File: config.mk
export PLATFORM = sky130hd
export DESIGN_NAME = alu_sequencer
export DESIGN_NICKNAME = d
export VERILOG_FILES = /design/src/rtl/gb_alu_pkg.sv /design/src/rtl/alu_op_decode.sv /design/src/rtl/alu_sequencer.sv
export SDC_FILE = /design/constraint.sdc
export NUM_CORES = 1
export LEC_CHECK = 0
export ABC_AREA = 1
export BUFFER_PORTS_ARGS = -buffer_cell sky130_fd_sc_hd__buf_2
export CAP_MARGIN = 20
export CORE_UTILIZATION = 43
export CTS_CLUSTER_SIZE = 10
export DETAILED_ROUTE_END_ITERATION = 16
export GPL_ROUTABILITY_DRIVEN = 1
export PLACE_DENSITY = 0.82
export SLEW_MARGIN = 10
export SYNTH_ARGS = -nofsm -noshare
export SYNTH_HDL_FRONTEND = slang
export SYNTH_SLANG_ARGS = --single-unit
File: constraint.sdc
create_clock -name clk -period 1.3 [get_ports clk]
set_input_delay 0.065 -clock clk [delete_from_list [all_inputs] [get_ports clk]]
set_output_delay 0.065 -clock clk [all_outputs]
set_load 0.01 [all_outputs]
File: src/rtl/gb_alu_pkg.sv
// Shared types and constants for the ALU sequencer.
// Opcode classes, flag masks, FSM encoding, decode bundle.
package gb_alu_pkg;

  localparam logic [2:0] DEF_A_IDX       = 3'b111;
  localparam logic [2:0] DEF_HL_IDX      = 3'b110;
  localparam logic [3:0] DEF_MEM_TIMEOUT = 4'd15;
  localparam logic [7:0] CB_PREFIX       = 8'hCB;

  localparam logic [2:0] OP_ADD = 3'd0;
  localparam logic [2:0] OP_ADC = 3'd1;
  localparam logic [2:0] OP_SUB = 3'd2;
  localparam logic [2:0] OP_SBC = 3'd3;
  localparam logic [2:0] OP_AND = 3'd4;
  localparam logic [2:0] OP_XOR = 3'd5;
  localparam logic [2:0] OP_OR  = 3'd6;
  localparam logic [2:0] OP_CP  = 3'd7;

  localparam logic [2:0] EXT_RLC  = 3'd0;
  localparam logic [2:0] EXT_RRC  = 3'd1;
  localparam logic [2:0] EXT_RL   = 3'd2;
  localparam logic [2:0] EXT_RR   = 3'd3;
  localparam logic [2:0] EXT_SLA  = 3'd4;
  localparam logic [2:0] EXT_SRA  = 3'd5;
  localparam logic [2:0] EXT_SWAP = 3'd6;
  localparam logic [2:0] EXT_SRL  = 3'd7;

  localparam logic [2:0] MISC_DAA = 3'd0;
  localparam logic [2:0] MISC_CPL = 3'd1;
  localparam logic [2:0] MISC_SCF = 3'd2;
  localparam logic [2:0] MISC_CCF = 3'd3;

  localparam logic [2:0] BOP_BIT = 3'd1;
  localparam logic [2:0] BOP_RES = 3'd2;
  localparam logic [2:0] BOP_SET = 3'd3;

  localparam logic [3:0] FLAG_Z = 4'b1000;
  localparam logic [3:0] FLAG_N = 4'b0100;
  localparam logic [3:0] FLAG_H = 4'b0010;
  localparam logic [3:0] FLAG_C = 4'b0001;

  typedef enum logic [2:0] {
    S_IDLE    = 3'd0,
    S_CB_WAIT = 3'd1,
    S_READ    = 3'd2,
    S_MEM_RD  = 3'd3,
    S_EXEC    = 3'd4,
    S_WB      = 3'd5,
    S_MEM_WR  = 3'd6
  } state_t;

  typedef struct packed {
    logic       legal;
    logic [2:0] op;
    logic [2:0] src;
    logic [2:0] dest;
    logic       ext;
    logic       misc;
    logic       wr_reg;
    logic       wr_flags;
  } dec_t;

endpackage

File: src/rtl/alu_op_decode.sv
// Combinational opcode decoder.
// Maps a base or CB-prefixed byte onto ALU controls.
module alu_op_decode
  import gb_alu_pkg::*;
#(
  parameter logic [2:0] A_IDX = DEF_A_IDX
) (
  input  logic [7:0] opc,
  input  logic       cb_mode,
  output dec_t       dec
);

  logic [2:0] bop;
  logic [2:0] mop;

  assign bop = {1'b0, opc[7:6]};
  assign mop = {1'b0, opc[4:3]};

  always_comb begin
    dec = '0;
    unique case (1'b1)
      cb_mode && (opc[7:6] == 2'b00): begin
        dec.legal    = 1'b1;
        dec.ext      = 1'b1;
        dec.op       = opc[5:3];
        dec.src      = opc[2:0];
        dec.dest     = opc[2:0];
        dec.wr_reg   = 1'b1;
        dec.wr_flags = 1'b1;
      end
      cb_mode && (opc[7:6] != 2'b00): begin
        dec.legal    = 1'b1;
        dec.ext      = 1'b1;
        dec.misc     = 1'b1;
        dec.op       = bop;
        dec.src      = opc[5:3];
        dec.dest     = opc[2:0];
        dec.wr_reg   = (bop != BOP_BIT);
        dec.wr_flags = (bop == BOP_BIT);
      end
      !cb_mode && (opc[7:6] == 2'b10): begin
        dec.legal    = 1'b1;
        dec.op       = opc[5:3];
        dec.src      = opc[2:0];
        dec.dest     = A_IDX;
        dec.wr_reg   = (opc[5:3] != OP_CP);
        dec.wr_flags = 1'b1;
      end
      !cb_mode && (opc[7:5] == 3'b001)
        && (opc[2:0] == 3'b111): begin
        dec.legal    = 1'b1;
        dec.misc     = 1'b1;
        dec.op       = mop;
        dec.src      = A_IDX;
        dec.dest     = A_IDX;
        dec.wr_reg   = (mop != MISC_SCF)
                    && (mop != MISC_CCF);
        dec.wr_flags = 1'b1;
      end
      default: begin
        dec.legal = 1'b0;
      end
    endcase
  end

endmodule

File: src/rtl/alu_sequencer.sv
// Multi-cycle sequencer: fetch operands, run the ALU,
// write back to the register file, flags or (HL).
module alu_sequencer
  import gb_alu_pkg::*;
#(
  parameter logic [2:0] A_IDX       = DEF_A_IDX,
  parameter logic [2:0] HL_IDX      = DEF_HL_IDX,
  parameter logic [3:0] MEM_TIMEOUT = DEF_MEM_TIMEOUT
) (
  input  logic        clk,
  input  logic        rst_n,
  input  logic        instr_valid,
  output logic        instr_ready,
  input  logic [7:0]  instr,
  output logic [2:0]  rf_raddr_a,
  output logic [2:0]  rf_raddr_b,
  input  logic [7:0]  rf_rdata_a,
  input  logic [7:0]  rf_rdata_b,
  output logic        rf_we,
  output logic [2:0]  rf_waddr,
  output logic [7:0]  rf_wdata,
  input  logic [3:0]  f_in,
  output logic        f_we,
  output logic [3:0]  f_out,
  output logic        mem_req,
  output logic        mem_we,
  output logic [7:0]  mem_wdata,
  input  logic [7:0]  mem_rdata,
  input  logic        mem_ack,
  output logic [2:0]  alu_op,
  output logic [2:0]  alu_src,
  output logic [2:0]  alu_dest,
  output logic        alu_size,
  output logic        alu_ext,
  output logic        alu_misc,
  output logic [7:0]  alu_src_data,
  output logic [7:0]  alu_dest_data,
  output logic [3:0]  alu_flags_in,
  input  logic [15:0] alu_res,
  input  logic [3:0]  alu_flags,
  output logic        busy,
  output logic        done,
  output logic        illegal,
  output logic        mem_err
);

  localparam logic [3:0] TMO_LAST = MEM_TIMEOUT - 4'd1;

  state_t     state, state_n;
  dec_t       dec, dec_q;
  logic       cb_mode;
  logic [7:0] src_q, dst_q, res_q;
  logic [3:0] fin_q, flg_q;
  logic [3:0] cnt;
  logic       ill_q;

  logic ld_dec, ld_op, ld_mem, ld_res;
  logic cnt_clr, cnt_inc, ill_set;
  logic [2:0] opnd;
  logic mem_tgt;
  logic unused_bits;

  assign cb_mode = (state == S_CB_WAIT);

  alu_op_decode #(
    .A_IDX(A_IDX)
  ) u_dec (
    .opc    (instr),
    .cb_mode(cb_mode),
    .dec    (dec)
  );

  // CB ops address their operand through dest; base ops through src
  assign opnd    = dec_q.ext ? dec_q.dest : dec_q.src;
  assign mem_tgt = dec_q.wr_reg && (dec_q.dest == HL_IDX);

  always_ff @(posedge clk or negedge rst_n) begin
    if (!rst_n) begin
      state <= S_IDLE;
      dec_q <= '0;
      src_q <= '0;
      dst_q <= '0;
      fin_q <= '0;
      res_q <= '0;
      flg_q <= '0;
      cnt   <= '0;
      ill_q <= 1'b0;
    end else begin
      state <= state_n;
      ill_q <= ill_set;
      if (ld_dec) dec_q <= dec;
      if (ld_op) begin
        src_q <= rf_rdata_b;
        dst_q <= rf_rdata_a;
        fin_q <= f_in;
      end
      if (ld_mem) begin
        if (dec_q.ext) begin
          dst_q <= mem_rdata;
          if (!dec_q.misc) src_q <= mem_rdata;
        end else begin
          src_q <= mem_rdata;
        end
      end
      if (ld_res) begin
        res_q <= alu_res[7:0];
        flg_q <= alu_flags;
      end
      if (cnt_clr)      cnt <= '0;
      else if (cnt_inc) cnt <= cnt + 4'd1;
    end
  end

  always_comb begin
    state_n     = state;
    instr_ready = 1'b0;
    mem_req     = 1'b0;
    mem_we      = 1'b0;
    rf_we       = 1'b0;
    f_we        = 1'b0;
    done        = 1'b0;
    mem_err     = 1'b0;
    ld_dec      = 1'b0;
    ld_op       = 1'b0;
    ld_mem      = 1'b0;
    ld_res      = 1'b0;
    cnt_clr     = 1'b0;
    cnt_inc     = 1'b0;
    ill_set     = 1'b0;
    unique case (state)
      S_IDLE: begin
        instr_ready = 1'b1;
        if (instr_valid) begin
          if (instr == CB_PREFIX) begin
            state_n = S_CB_WAIT;
          end else if (dec.legal) begin
            ld_dec  = 1'b1;
            state_n = S_READ;
          end else begin
            ill_set = 1'b1;
          end
        end
      end
      S_CB_WAIT: begin
        instr_ready = 1'b1;
        if (instr_valid) begin
          ld_dec  = 1'b1;
          state_n = S_READ;
        end
      end
      S_READ: begin
        ld_op = 1'b1;
        if (opnd == HL_IDX) begin
          cnt_clr = 1'b1;
          state_n = S_MEM_RD;
        end else begin
          state_n = S_EXEC;
        end
      end
      S_MEM_RD: begin
        mem_req = 1'b1;
        if (mem_ack) begin
          ld_mem  = 1'b1;
          state_n = S_EXEC;
        end else if (cnt == TMO_LAST) begin
          mem_err = 1'b1;
          state_n = S_IDLE;
        end else begin
          cnt_inc = 1'b1;
        end
      end
      S_EXEC: begin
        ld_res  = 1'b1;
        state_n = S_WB;
      end
      S_WB: begin
        if (mem_tgt) begin
          cnt_clr = 1'b1;
          state_n = S_MEM_WR;
        end else begin
          rf_we   = dec_q.wr_reg;
          f_we    = dec_q.wr_flags;
          done    = 1'b1;
          state_n = S_IDLE;
        end
      end
      S_MEM_WR: begin
        mem_req = 1'b1;
        mem_we  = 1'b1;
        if (mem_ack) begin
          f_we    = dec_q.wr_flags;
          done    = 1'b1;
          state_n = S_IDLE;
        end else if (cnt == TMO_LAST) begin
          mem_err = 1'b1;
          state_n = S_IDLE;
        end else begin
          cnt_inc = 1'b1;
        end
      end
      default: begin
        state_n = S_IDLE;
      end
    endcase
  end

  assign busy          = !instr_ready;
  assign illegal       = ill_q;
  assign rf_raddr_a    = dec_q.dest;
  assign rf_raddr_b    = dec_q.src;
  assign rf_waddr      = rf_we ? dec_q.dest : 3'd0;
  assign rf_wdata      = rf_we ? res_q : 8'd0;
  assign f_out         = f_we ? flg_q : 4'd0;
  assign mem_wdata     = mem_we ? res_q : 8'd0;
  assign alu_op        = dec_q.op;
  assign alu_src       = dec_q.src;
  assign alu_dest      = dec_q.dest;
  assign alu_ext       = dec_q.ext;
  assign alu_misc      = dec_q.misc;
  assign alu_size      = 1'b0;
  assign alu_src_data  = src_q;
  assign alu_dest_data = dst_q;
  assign alu_flags_in  = fin_q;

  assign unused_bits = ^{alu_res[15:8], dec_q.legal};

endmodule

* Word level (Yosys, flattened, before mapping)
Index checks and enable logic that the tools add are counted.
W data, S select, Z words.
** Cells by class
- Add/sub/neg operators :: 1
- Eq/ne operators :: 21
- Muxes and demuxes :: 61
- Reduce and logical (&&, ||, !) cells :: 19
** Operators with widths (count)
- $mux W8 :: 9
- $pmux W9 S4 :: 1
- $mux W3 :: 11
- $mux W1 :: 31
- $pmux W3 S7 :: 1
- $eq A3 B3 Y1 const B :: 6
- $mux W4 :: 3
- $eq A8 B8 Y1 const B :: 1
- $ne A2 B2 Y1 const B :: 4
- $pmux W1 S2 :: 4
- $pmux W2 S4 :: 1
- $reduce_or A2 Y1 :: 4
- $logic_and A1 B1 Y1 :: 7
- $eq A3 B1 Y1 const B :: 2
- $eq A3 B2 Y1 const B :: 2
- $ne A3 B3 Y1 const B :: 2
- $add A4 B1 Y4 const B :: 1
- $eq A4 B4 Y1 const B :: 1
- $reduce_bool A2 Y1 :: 2
- $reduce_or A4 Y1 :: 1
- $logic_not A3 Y1 :: 1
- $reduce_and A3 Y1 :: 1
- $eq A2 B1 Y1 const B :: 1
- $eq A2 B2 Y1 const B :: 1
- other kinds (3) :: 4
** Storage, ports and cells
- Register bits :: 53
- Word-level logic and storage cells :: 117

* Longest topological paths before layout
Gate-level depths: netlist (run 1).
- Word-level depth :: 10
- Gate-level depth with buffers :: 10

* Hierarchy
A second synthesis (run 1) with hierarchy kept.
** Second synthesis, totals
- Cells, all modules :: 430
- Area, all modules :: 3020.4 um2
** By module, submodules not included
- alu_sequencer :: times used 1, cells each 364, area an instance 2716.4 um2
- alu_op_decode :: times used 1, cells each 66, area an instance 304.0 um2

* Least setup slack after synthesis (run 1)
No wires, ideal clock.
- Kind :: register -> register
- From :: register state[2]
- To :: register dec_q, in the netlist alu_misc
- Setup time :: 0.116 ns
- Data arrival time :: 1.249 ns
- Setup slack :: -0.066 ns
- Cell stages (with the launch flop) :: 8
- Path buffers :: 1
- Period minus slack after synthesis :: 1.366 ns
- Cell sequence :: dfrtp_1 > nor3_1 > nand2_1 > nand2_1 > nand3_2 > buf_4 > nand2_1 > nand2_1
** On the way
- Cells in the longest elaborated chain, start to end :: 10
- Elaborated cells between the ends (all ways) :: 16
** Ends and longest elaborated chain
- start: declaration :: RTL line alu_sequencer.sv:49 : state_t state, state_n;
- start signal: assignment :: RTL line alu_sequencer.sv:89 : state <= state_n;
- $eq A3 B1 Y1 :: RTL line alu_sequencer.sv:63, alu_sequencer.sv:130
- $logic_not A1 Y1 :: RTL line alu_op_decode.sv:41, alu_op_decode.sv:49
- $logic_and A1 B1 Y1 :: RTL line alu_op_decode.sv:49 : !cb_mode && (opc[7:5] == 3'b001)
- $logic_and A1 B1 Y1 :: RTL line alu_op_decode.sv:50 : && (opc[2:0] == 3'b111): begin
- $reduce_or A4 Y1 (no line)
- $mux W1 :: RTL line alu_op_decode.sv:21 : unique case (1'b1)
- $mux W1 :: RTL line alu_sequencer.sv:136 : end else if (dec.legal) begin
- $mux W1 :: RTL line alu_sequencer.sv:134 : if (instr == CB_PREFIX) begin
- $mux W1 :: RTL line alu_sequencer.sv:133 : if (instr_valid) begin
- $pmux W1 S2 :: RTL line alu_sequencer.sv:130 : unique case (state)
- end signal: assignment :: RTL line alu_sequencer.sv:80 : dec_q <= '0;
- end signal: assignment :: RTL line alu_sequencer.sv:91 : if (ld_dec) dec_q <= dec;
- end: declaration :: RTL line alu_sequencer.sv:50 : dec_t dec, dec_q;
Several ways; a longest one is shown, not always the timed one.
A chain may end at the register's enable or synchronous reset.

* Final worst setup path (run 1)
- From :: register state[1]
- To :: register src_q[3] (netlist: alu_src_data[3])
** On the way
- Cells in the longest elaborated chain, start to end :: 6
- Elaborated cells between the ends (all ways) :: 8
** Ends and longest elaborated chain
- $eq A3 B2 Y1 :: RTL line alu_sequencer.sv:130
- $mux W1 :: RTL line alu_sequencer.sv:130
- $mux W8 :: RTL line alu_sequencer.sv:92 : if (ld_op) begin
- $mux W8 :: RTL line alu_sequencer.sv:100 : if (!dec_q.misc) src_q <= mem_rdata;
- $mux W8 :: RTL line alu_sequencer.sv:98 : if (dec_q.ext) begin
- $mux W8 * :: RTL line alu_sequencer.sv:97 : if (ld_mem) begin
- end signal: assignment :: RTL line alu_sequencer.sv:93 : src_q <= rf_rdata_b;
- end signal: assignment :: RTL line alu_sequencer.sv:100
- end signal: assignment :: RTL line alu_sequencer.sv:102 : src_q <= mem_rdata;
- end: declaration :: RTL line alu_sequencer.sv:52 : logic [7:0] src_q, dst_q, res_q;
Mark *: on every way between the ends. The rest lies on a longest branch, timed or not.

==> flow_summary.yaml, run 1 <==
layout:
  post_route_cells_drive_above_1_share_pct: 47.0
  final_common_cell: "sky130_fd_sc_hd__buf_2"
  antenna_cells: 0
  fill_cells: 433
  layout_common_cells: "113 x sky130_fd_sc_hd__buf_2, 93 x sky130_fd_sc_hd__nand2_1, 51 x sky130_fd_sc_hd__dfrtp_1"
  final-instance-count-excl-fill: 653
  nNetsFinal: 637
  syn2layout_area_growth_pct: 59.7
worst_setup_path:
  cp_data_required_time_ps: 1530
  worstPathArrival_ps: 1870
  worst_setup_path_endpoint: "alu_src_data[3]$_DFF_PN0_"
  r2r_end: "alu_src_data[3]$_DFF_PN0_"
  start_kind: "flip-flop"
  rr_startpoint: "state[1]$_DFFE_PN0P_"
  critical_path.max_fanout: 5
  r2r.worst_path.cells: 8
  worstSetupStartpoint: "state[1]$_DFFE_PN0P_"
  reg2reg_setup_slack_ps: -340
  critical_path_class: "flip-flop to flip-flop"
  critical_path.endpoint_type: "flip-flop"
synth:
  synthCells: 402
  post_synth_num_cell_types: 28
  synth_sequential_area_ratio_pct: 44.9
  synth_area_per_cell_sq_um: 7.35
  yosys_warnings: 0
  netlist_area_sq_mm: 0.00296
  synth_nets: 464
  postSynthRegisterBits: 53
clock_tree:
  clock_latency_ps: 320
  cts_tree: "built"
  cts_root_cell: "sky130_fd_sc_hd__clkbuf_8"
  tritoncts_num_sinks: 53
  clock_tree.buffer_depth: 2
  clkSlewWorstSetupHoldPaths_ps: 100
  number_of_h_tree_branching_levels: 2
  cts_buffers: 5
timing:
  setup_slack_ps: -338
  fin_setup_tns_ps: -19400
  min_period_over_period_pct: 126
  timing.final.max_slew_violations: 0
  setup_viol: 84
  whs_ps: -7.53
  finalHoldViolations: 3
  grt_setup_unrepaired: "true"
  layout_min_cycle_time_ps: 1640
  max_freq_mhz: 611
  finalClockSkew_ps: 7.80
route:
  dr_total_vias: 3606
  drc: 6
  detail_route.vias_per_cell: 5.52
  antenna_violating_nets_post_route: 0
  wl_per_cell_um: 17.0
  detailedRoute.firstPassIterationCount: 12
  routed_wirelength_um: 11100
  first_iter_violations: 342
floorplanning:
  area_of_the_die_sq_mm: 0.00721
  effective_utilization_at_floorplan_pct: 45.5
  fp.dieW_um: 84.9
  num_io_pins: 130
  design.core.area_sq_mm: 0.00649
  num_rows: 29
  dieHeight_um: 84.9
global_route:
  global_route_usage_over_all_layers_pct: 24.6
  grt_overflow: 0
  grt_start_max_net_pins: 54
  vias_in_the_first_global_route: 3202
  number_of_antenna_violations_at_the_first_check_in_global_routing: 1
  grt_pass1_wl_um: 14100
job:
  max-cap-violations: 0
hold_path:
  hold_path.class: "primary input to flip-flop"
pwr:
  vdd_ir_max_mv: 0.908
  finalPower_w: 0.00979
  cellPowerDensity_mw_per_mm2: 2070
  static-leakage-power_nw: 2.54
place:
  dpl_worst_slack_ps: -215
  place_hpwl_um: 5850
  gp_routability_congestion: 0.939
  placed_cells: 602
  io_buffer_count: 120
status:
  failing_checks: "DRC, hold timing, setup timing"
  outcome: "finished with violations"
## critical path, cell delays in order (launching register included)
cell                      delay (ps)
sky130_fd_sc_hd__dfrtp_2         430
sky130_fd_sc_hd__buf_6           150
sky130_fd_sc_hd__inv_4            50
sky130_fd_sc_hd__buf_6           110
sky130_fd_sc_hd__nor3_4          210
sky130_fd_sc_hd__buf_6           190
sky130_fd_sc_hd__buf_8           130
sky130_fd_sc_hd__nand2_1          80
sky130_fd_sc_hd__a31oi_1         210
## through the flow
stage	util, %	area [sq um]
floorplan	-	3000
global placement	57.9	3760
detailed placement	57.9	3760
CTS	66.2	4300
global route	72.6	4720
finish	72.6	4720
## what timing repair did
item | in CTS | in global routing
hold buffers | 16 | 2
gates resized for setup | 48 | 64
endpoints found under the hold margin | 68 | 2
buffers inserted | 10 | 6
cloned | 2 | 7
setup endpoints to repair | 75 | 84
pin swaps | 11 | 22
## state kept, by name, indices dropped and copies added (netlist names)
register       cells
dec_q              2
alu_flags_in       4
alu_ext            1
alu_misc           1
alu_dest_data      8
cnt                4
alu_dest           3
illegal            1
flg_q              4
res_q              8
alu_src_data       8
state              3
alu_src            3
alu_op             3
## per-layer routing
| metal | vias up | share of wire, % | track usage, % |
|---|---|---|---|
| met2 | 211 | 52 | 44.4 |
| met3 | 49 | 6.3 | 4.47 |
| met1 | 1736 | 37 | 28.9 |
| met4 | 2 | 4.3 | 9.86 |
| li1 | 1608 | - | - |
| met5 | - | 0.12 | 0 |
## cells in the mapped netlist
cell / count / area, sq um
sky130_fd_sc_hd__a21oi_1: 3 / 15.0
sky130_fd_sc_hd__a21oi_2: 2 / 17.5
sky130_fd_sc_hd__a31oi_1: 16 / 100
sky130_fd_sc_hd__buf_2: 4 / 20.0
sky130_fd_sc_hd__buf_4: 20 / 150
sky130_fd_sc_hd__buf_6: 2 / 22.5
sky130_fd_sc_hd__clkbuf_1: 3 / 11.3
sky130_fd_sc_hd__conb_1: 1 / 3.75
sky130_fd_sc_hd__dfrtp_1: 53 / 1330
sky130_fd_sc_hd__ha_1: 2 / 25.0
sky130_fd_sc_hd__inv_1: 41 / 154
sky130_fd_sc_hd__inv_2: 2 / 7.51
sky130_fd_sc_hd__nand2_1: 125 / 469
sky130_fd_sc_hd__nand2_2: 2 / 12.5
sky130_fd_sc_hd__nand3_1: 23 / 115
sky130_fd_sc_hd__nand3_2: 3 / 30.0
sky130_fd_sc_hd__nand3b_1: 1 / 7.51
sky130_fd_sc_hd__nand4_1: 7 / 43.8
sky130_fd_sc_hd__nor2_1: 58 / 218
sky130_fd_sc_hd__nor2_2: 1 / 6.26
sky130_fd_sc_hd__nor2_4: 1 / 11.3
sky130_fd_sc_hd__nor3_1: 4 / 20.0
sky130_fd_sc_hd__nor3_2: 3 / 30.0
sky130_fd_sc_hd__nor3b_1: 1 / 7.51
sky130_fd_sc_hd__o21ai_0: 20 / 100
sky130_fd_sc_hd__o21ai_1: 2 / 10.0
sky130_fd_sc_hd__o22ai_2: 1 / 12.5
sky130_fd_sc_hd__xor2_1: 1 / 8.76
## where the power goes
| part | switching (W) | internal, W | total [W] |
|---|---|---|---|
| logic | 0.00311 | 0.00256 | 0.00568 |
| registers | 0.000536 | 0.00242 | 0.00295 |
| clock network | 0.000582 | 0.000579 | 0.00116 |
| total | 0.00423 | 0.00556 | 0.00979 |
## worst min path at each step
| stage | to | slack, ps | startpoint | cells past startpoint |
|---|---|---|---|---|
| floorplan | alu_dest[0]$_DFFE_PN0P_ | -230 | rst_n | 0 |
| global placement | alu_dest[0]$_DFFE_PN0P_ | 70 | rst_n | 2 |
| detailed placement | alu_dest[0]$_DFFE_PN0P_ | 90 | rst_n | 2 |
| CTS | alu_dest_data[0]$_DFF_PN0_ | 0.5 | rf_rdata_a[0] | 3 |
| global route | alu_dest_data[7]$_DFF_PN0_ | -0.4 | rf_rdata_a[7] | 3 |
| finish | alu_dest_data[0]$_DFF_PN0_ | -8 | rf_rdata_a[0] | 3 |
## cells by family after synthesis
| group | Yosys count | synth area share, % |
|---|---|---|
| and+or+nand+nor | 229 | 32.9 |
| buffers and inverters | 72 | 12.4 |
| DFF | 53 | 44.9 |
| AOI/OAI and AO/OA | 44 | 8.64 |
| adders and majority gates | 2 | 0.847 |
| xor gates and xnor gates | 1 | 0.296 |
| other | 1 | 0.127 |
## layout make-up
cell class / instances / area [sq um] / share of cell area, %
clock inverters: 2 / 38.8 / 0.822
clock buffers: 6 / 72.6 / 1.54
multi-input cells: 279 / 1600 / 33.8
inverters: 43 / 174 / 3.69
well taps: 77 / 96.3 / 2.04
repair buffers: 193 / 1410 / 29.9
flip-flops and latches: 53 / 1330 / 28.2
(Power assumes the default switching activity.)
==> run 2: changes to the inputs <==
--- a/config.mk
+++ b/config.mk
@@ -8,11 +8,12 @@
 export ABC_AREA = 1
 export BUFFER_PORTS_ARGS = -buffer_cell sky130_fd_sc_hd__buf_2
 export CAP_MARGIN = 20
-export CORE_UTILIZATION = 43
+export CORE_UTILIZATION = 51
+export CTS_CLUSTER_DIAMETER = 30
 export CTS_CLUSTER_SIZE = 10
 export DETAILED_ROUTE_END_ITERATION = 16
 export GPL_ROUTABILITY_DRIVEN = 1
-export PLACE_DENSITY = 0.82
+export PLACE_DENSITY = 0.9
 export SLEW_MARGIN = 10
 export SYNTH_ARGS = -nofsm -noshare
 export SYNTH_HDL_FRONTEND = slang
==> constraint.sdc (replaced) <==
create_clock -name clk -period 1.9 [get_ports clk]
set_input_delay 0.095 -clock clk [delete_from_list [all_inputs] [get_ports clk]]
set_output_delay 0.095 -clock clk [all_outputs]
set_load 0.01 [all_outputs]
==> run 2 against run 1 <==
- the flow now finishes without violations
- cell count down 11%
- global-route usage up 0.36 points
- hold slack better by 12 ps
- combinational power down 60%
- first-iteration DRC count down 62%
- core utilization down 6.8 points
- non-clock buffer count down 64
- critical path depth down 1
- design area down 23%
- critical path type is now flip-flop to output pin
- largest cell class is now registers
==> flow_summary.yaml, run 2 (synthesis gave the netlist of run 1 again) <==
clock_tree:
  clkSlewWorstSetupHoldPaths_ps: 90
  tritoncts_num_sinks: 53
  cts_buffers: 5
  cts_root_cell: "sky130_fd_sc_hd__clkbuf_8"
  clock_latency_ps: 300
  clock_tree.buffer_depth: 2
  number_of_h_tree_branching_levels: 2
  cts_tree: "built"
route:
  drc: 0
  antenna_violating_nets_post_route: 0
  top_layer_used: "met4"
  met2_wirelength_from_detailed_routing_um: 3750
  routed_wirelength_um: 7300
  first_iter_violations: 129
  detail_route.vias_per_cell: 5.12
  detailedRoute.firstPassIterationCount: 4
  route.layer.met1.wl_um: 3090
  dr_total_vias: 2980
  wl_per_cell_um: 12.5
  wl_met3_um: 313
worst_setup_path:
  start_kind: "flip-flop"
  critical_path_class: "flip-flop to output pin"
  cp_data_required_time_ps: 1800
  worstPathArrival_ps: 1620
  r2r.worst_path.cells: 5
  reg2reg_setup_slack_ps: 290
  r2r_end: "alu_dest_data[0]$_DFF_PN0_"
  critical_path.endpoint_type: "output pin"
  critical_path.max_fanout: 12
  rr_startpoint: "state[1]$_DFFE_PN0P_"
timing:
  pin_slew_with_the_least_headroom_to_its_limit_ps: 675
  timing.final.max_slew_violations: 0
  grt_setup_unrepaired: "false"
  slew-limit-headroom_pct: 55.0
  finalClockSkew_ps: 7.78
  layout_min_cycle_time_ps: 1720
  setup_viol: 0
  min_period_over_period_pct: 90.4
  fin_setup_tns_ps: 0
  max_freq_mhz: 582
  finalHoldViolations: 0
place:
  io_buffer_count: 120
  gp_routability_congestion: 0.967
  place_hpwl_um: 5490
layout:
  post_route_cells_drive_above_1_share_pct: 29.2
  multi_input_logic_area_sq_mm: 0.00127
  fin_util_pct: 65.8
  ff_latch_area_sq_mm: 0.00133
  nNetsFinal: 571
  layout_common_cells: "124 x sky130_fd_sc_hd__nand2_1, 120 x sky130_fd_sc_hd__buf_2, 58 x sky130_fd_sc_hd__nor2_1"
  antenna_cells: 0
  fill_cells: 488
  final_common_cell: "sky130_fd_sc_hd__nand2_1"
  syn2layout_area_growth_pct: 23.4
global_route:
  number_of_antenna_violations_at_the_first_check_in_global_routing: 0
  vias_in_the_first_global_route: 2793
  grt_pass1_wl_um: 12100
  grt_overflow: 0
  global_route_usage_over_all_layers_pct: 25.0
  grt_start_max_net_pins: 33
hold_path:
  min_path_cells: 3
  hold-path-endpoint: "res_q[1]$_DFFE_PN0P_"
  holdCritStartpoint: "alu_res[1]"
  hold_path.class: "primary input to flip-flop"
floorplanning:
  num_io_pins: 130
  dieHeight_um: 78.1
  num_rows: 27
  area_of_the_die_sq_mm: 0.00610
  effective_utilization_at_floorplan_pct: 53.3
  fp.dieW_um: 78.1
  design.core.area_sq_mm: 0.00554
pwr:
  static-leakage-power_nw: 2.11
  cellPowerDensity_mw_per_mm2: 1370
  finalPower_w: 0.00501
  vdd_ir_max_mv: 0.606
status:
  outcome: "finished, final reports clean"
job:
  max-cap-violations: 0
-- run 2: changes by cell type in the layout (fill, tap and decap cells not counted), moves of 11 or more --
cell,previous run,this run
sky130_fd_sc_hd__buf_4,35,4
sky130_fd_sc_hd__buf_6,18,0
sky130_fd_sc_hd__nand2_4,12,0
sky130_fd_sc_hd__dlygate4sd3_1,18,4
sky130_fd_sc_hd__nor2_2,15,1
sky130_fd_sc_hd__nor2_1,41,58
sky130_fd_sc_hd__inv_1,30,41
sky130_fd_sc_hd__nand2_1,93,124
sky130_fd_sc_hd__nand2_2,23,3
-- run 2: layer usage --
layer  vias up  track usage [%]
li1       1467                -
met1      1395             30.8
met2       103             44.4
met3        15             3.72
met4         0             8.70
met5         -                0
-- run 2: final cells by class --
| class | instances | area share (%) |
|---|---|---|
| Inverter | 43 | 4.43 |
| Sequential cell | 53 | 36.4 |
| Clock buffer | 6 | 1.99 |
| Multi-Input combinational cell | 277 | 34.7 |
| Clock inverter | 2 | 1.06 |
| Tap cell | 72 | 2.47 |
| Timing Repair Buffer | 129 | 18.9 |
-- run 2: how the worst max path moves through the flow --
stage / start / end / slack, ps / cells after the start
after floorplan: state[0]$_DFFE_PN0P_ / f_out[0] / 520 / 6
after global placement: state[2]$_DFFE_PN0P_ / alu_dest[1]$_DFFE_PN0P_ / 370 / 6
after detailed placement: state[2]$_DFFE_PN0P_ / alu_op[2]$_DFFE_PN0P_ / 290 / 6
after CTS: state[0]$_DFFE_PN0P_ / rf_wdata[5] / 20 / 7
after global routing: alu_dest[0]$_DFFE_PN0P_ / f_out[0] / 30 / 7
final: state[0]$_DFFE_PN0P_ / rf_wdata[5] / 180 / 7
-- run 2: report_power, final --
part	switching, W	leakage (nW)	total [W]	internal (W)
Sequential	0.000346	0.653	0.00200	0.00165
Combinational	0.00140	1.40	0.00226	0.000863
Clock	0.000348	0.0554	0.000744	0.000396
-- run 2: what timing repair did --
item                                    in CTS  in global routing
endpoints found under the setup margin       0                 13
hold buffers                                 3                  1
gates resized for setup                      0                  2
endpoints found under the hold margin       23                  1
setup buffers                                0                  0
-- run 2: through the flow --
stage,worst slack (ps),area [sq um],hold slack [ps],std cells
finish,182,3650,4.26,582
global route,34.6,3650,11.5,582
CTS,19.1,3630,2.88,581
detailed placement,294,3490,97.4,570
global placement,370,3490,92.7,570
floorplan,524,2960,-201,402
-- run 2: critical path, stage by stage, from the launching register on --
cell and delay (ps):
sky130_fd_sc_hd__dfrtp_2 440, sky130_fd_sc_hd__inv_1 70, sky130_fd_sc_hd__nor2_1 120, sky130_fd_sc_hd__nand2_1 90, sky130_fd_sc_hd__nor2_1 130, sky130_fd_sc_hd__nand2_2 180
sky130_fd_sc_hd__nor2_1 140, sky130_fd_sc_hd__buf_2 140
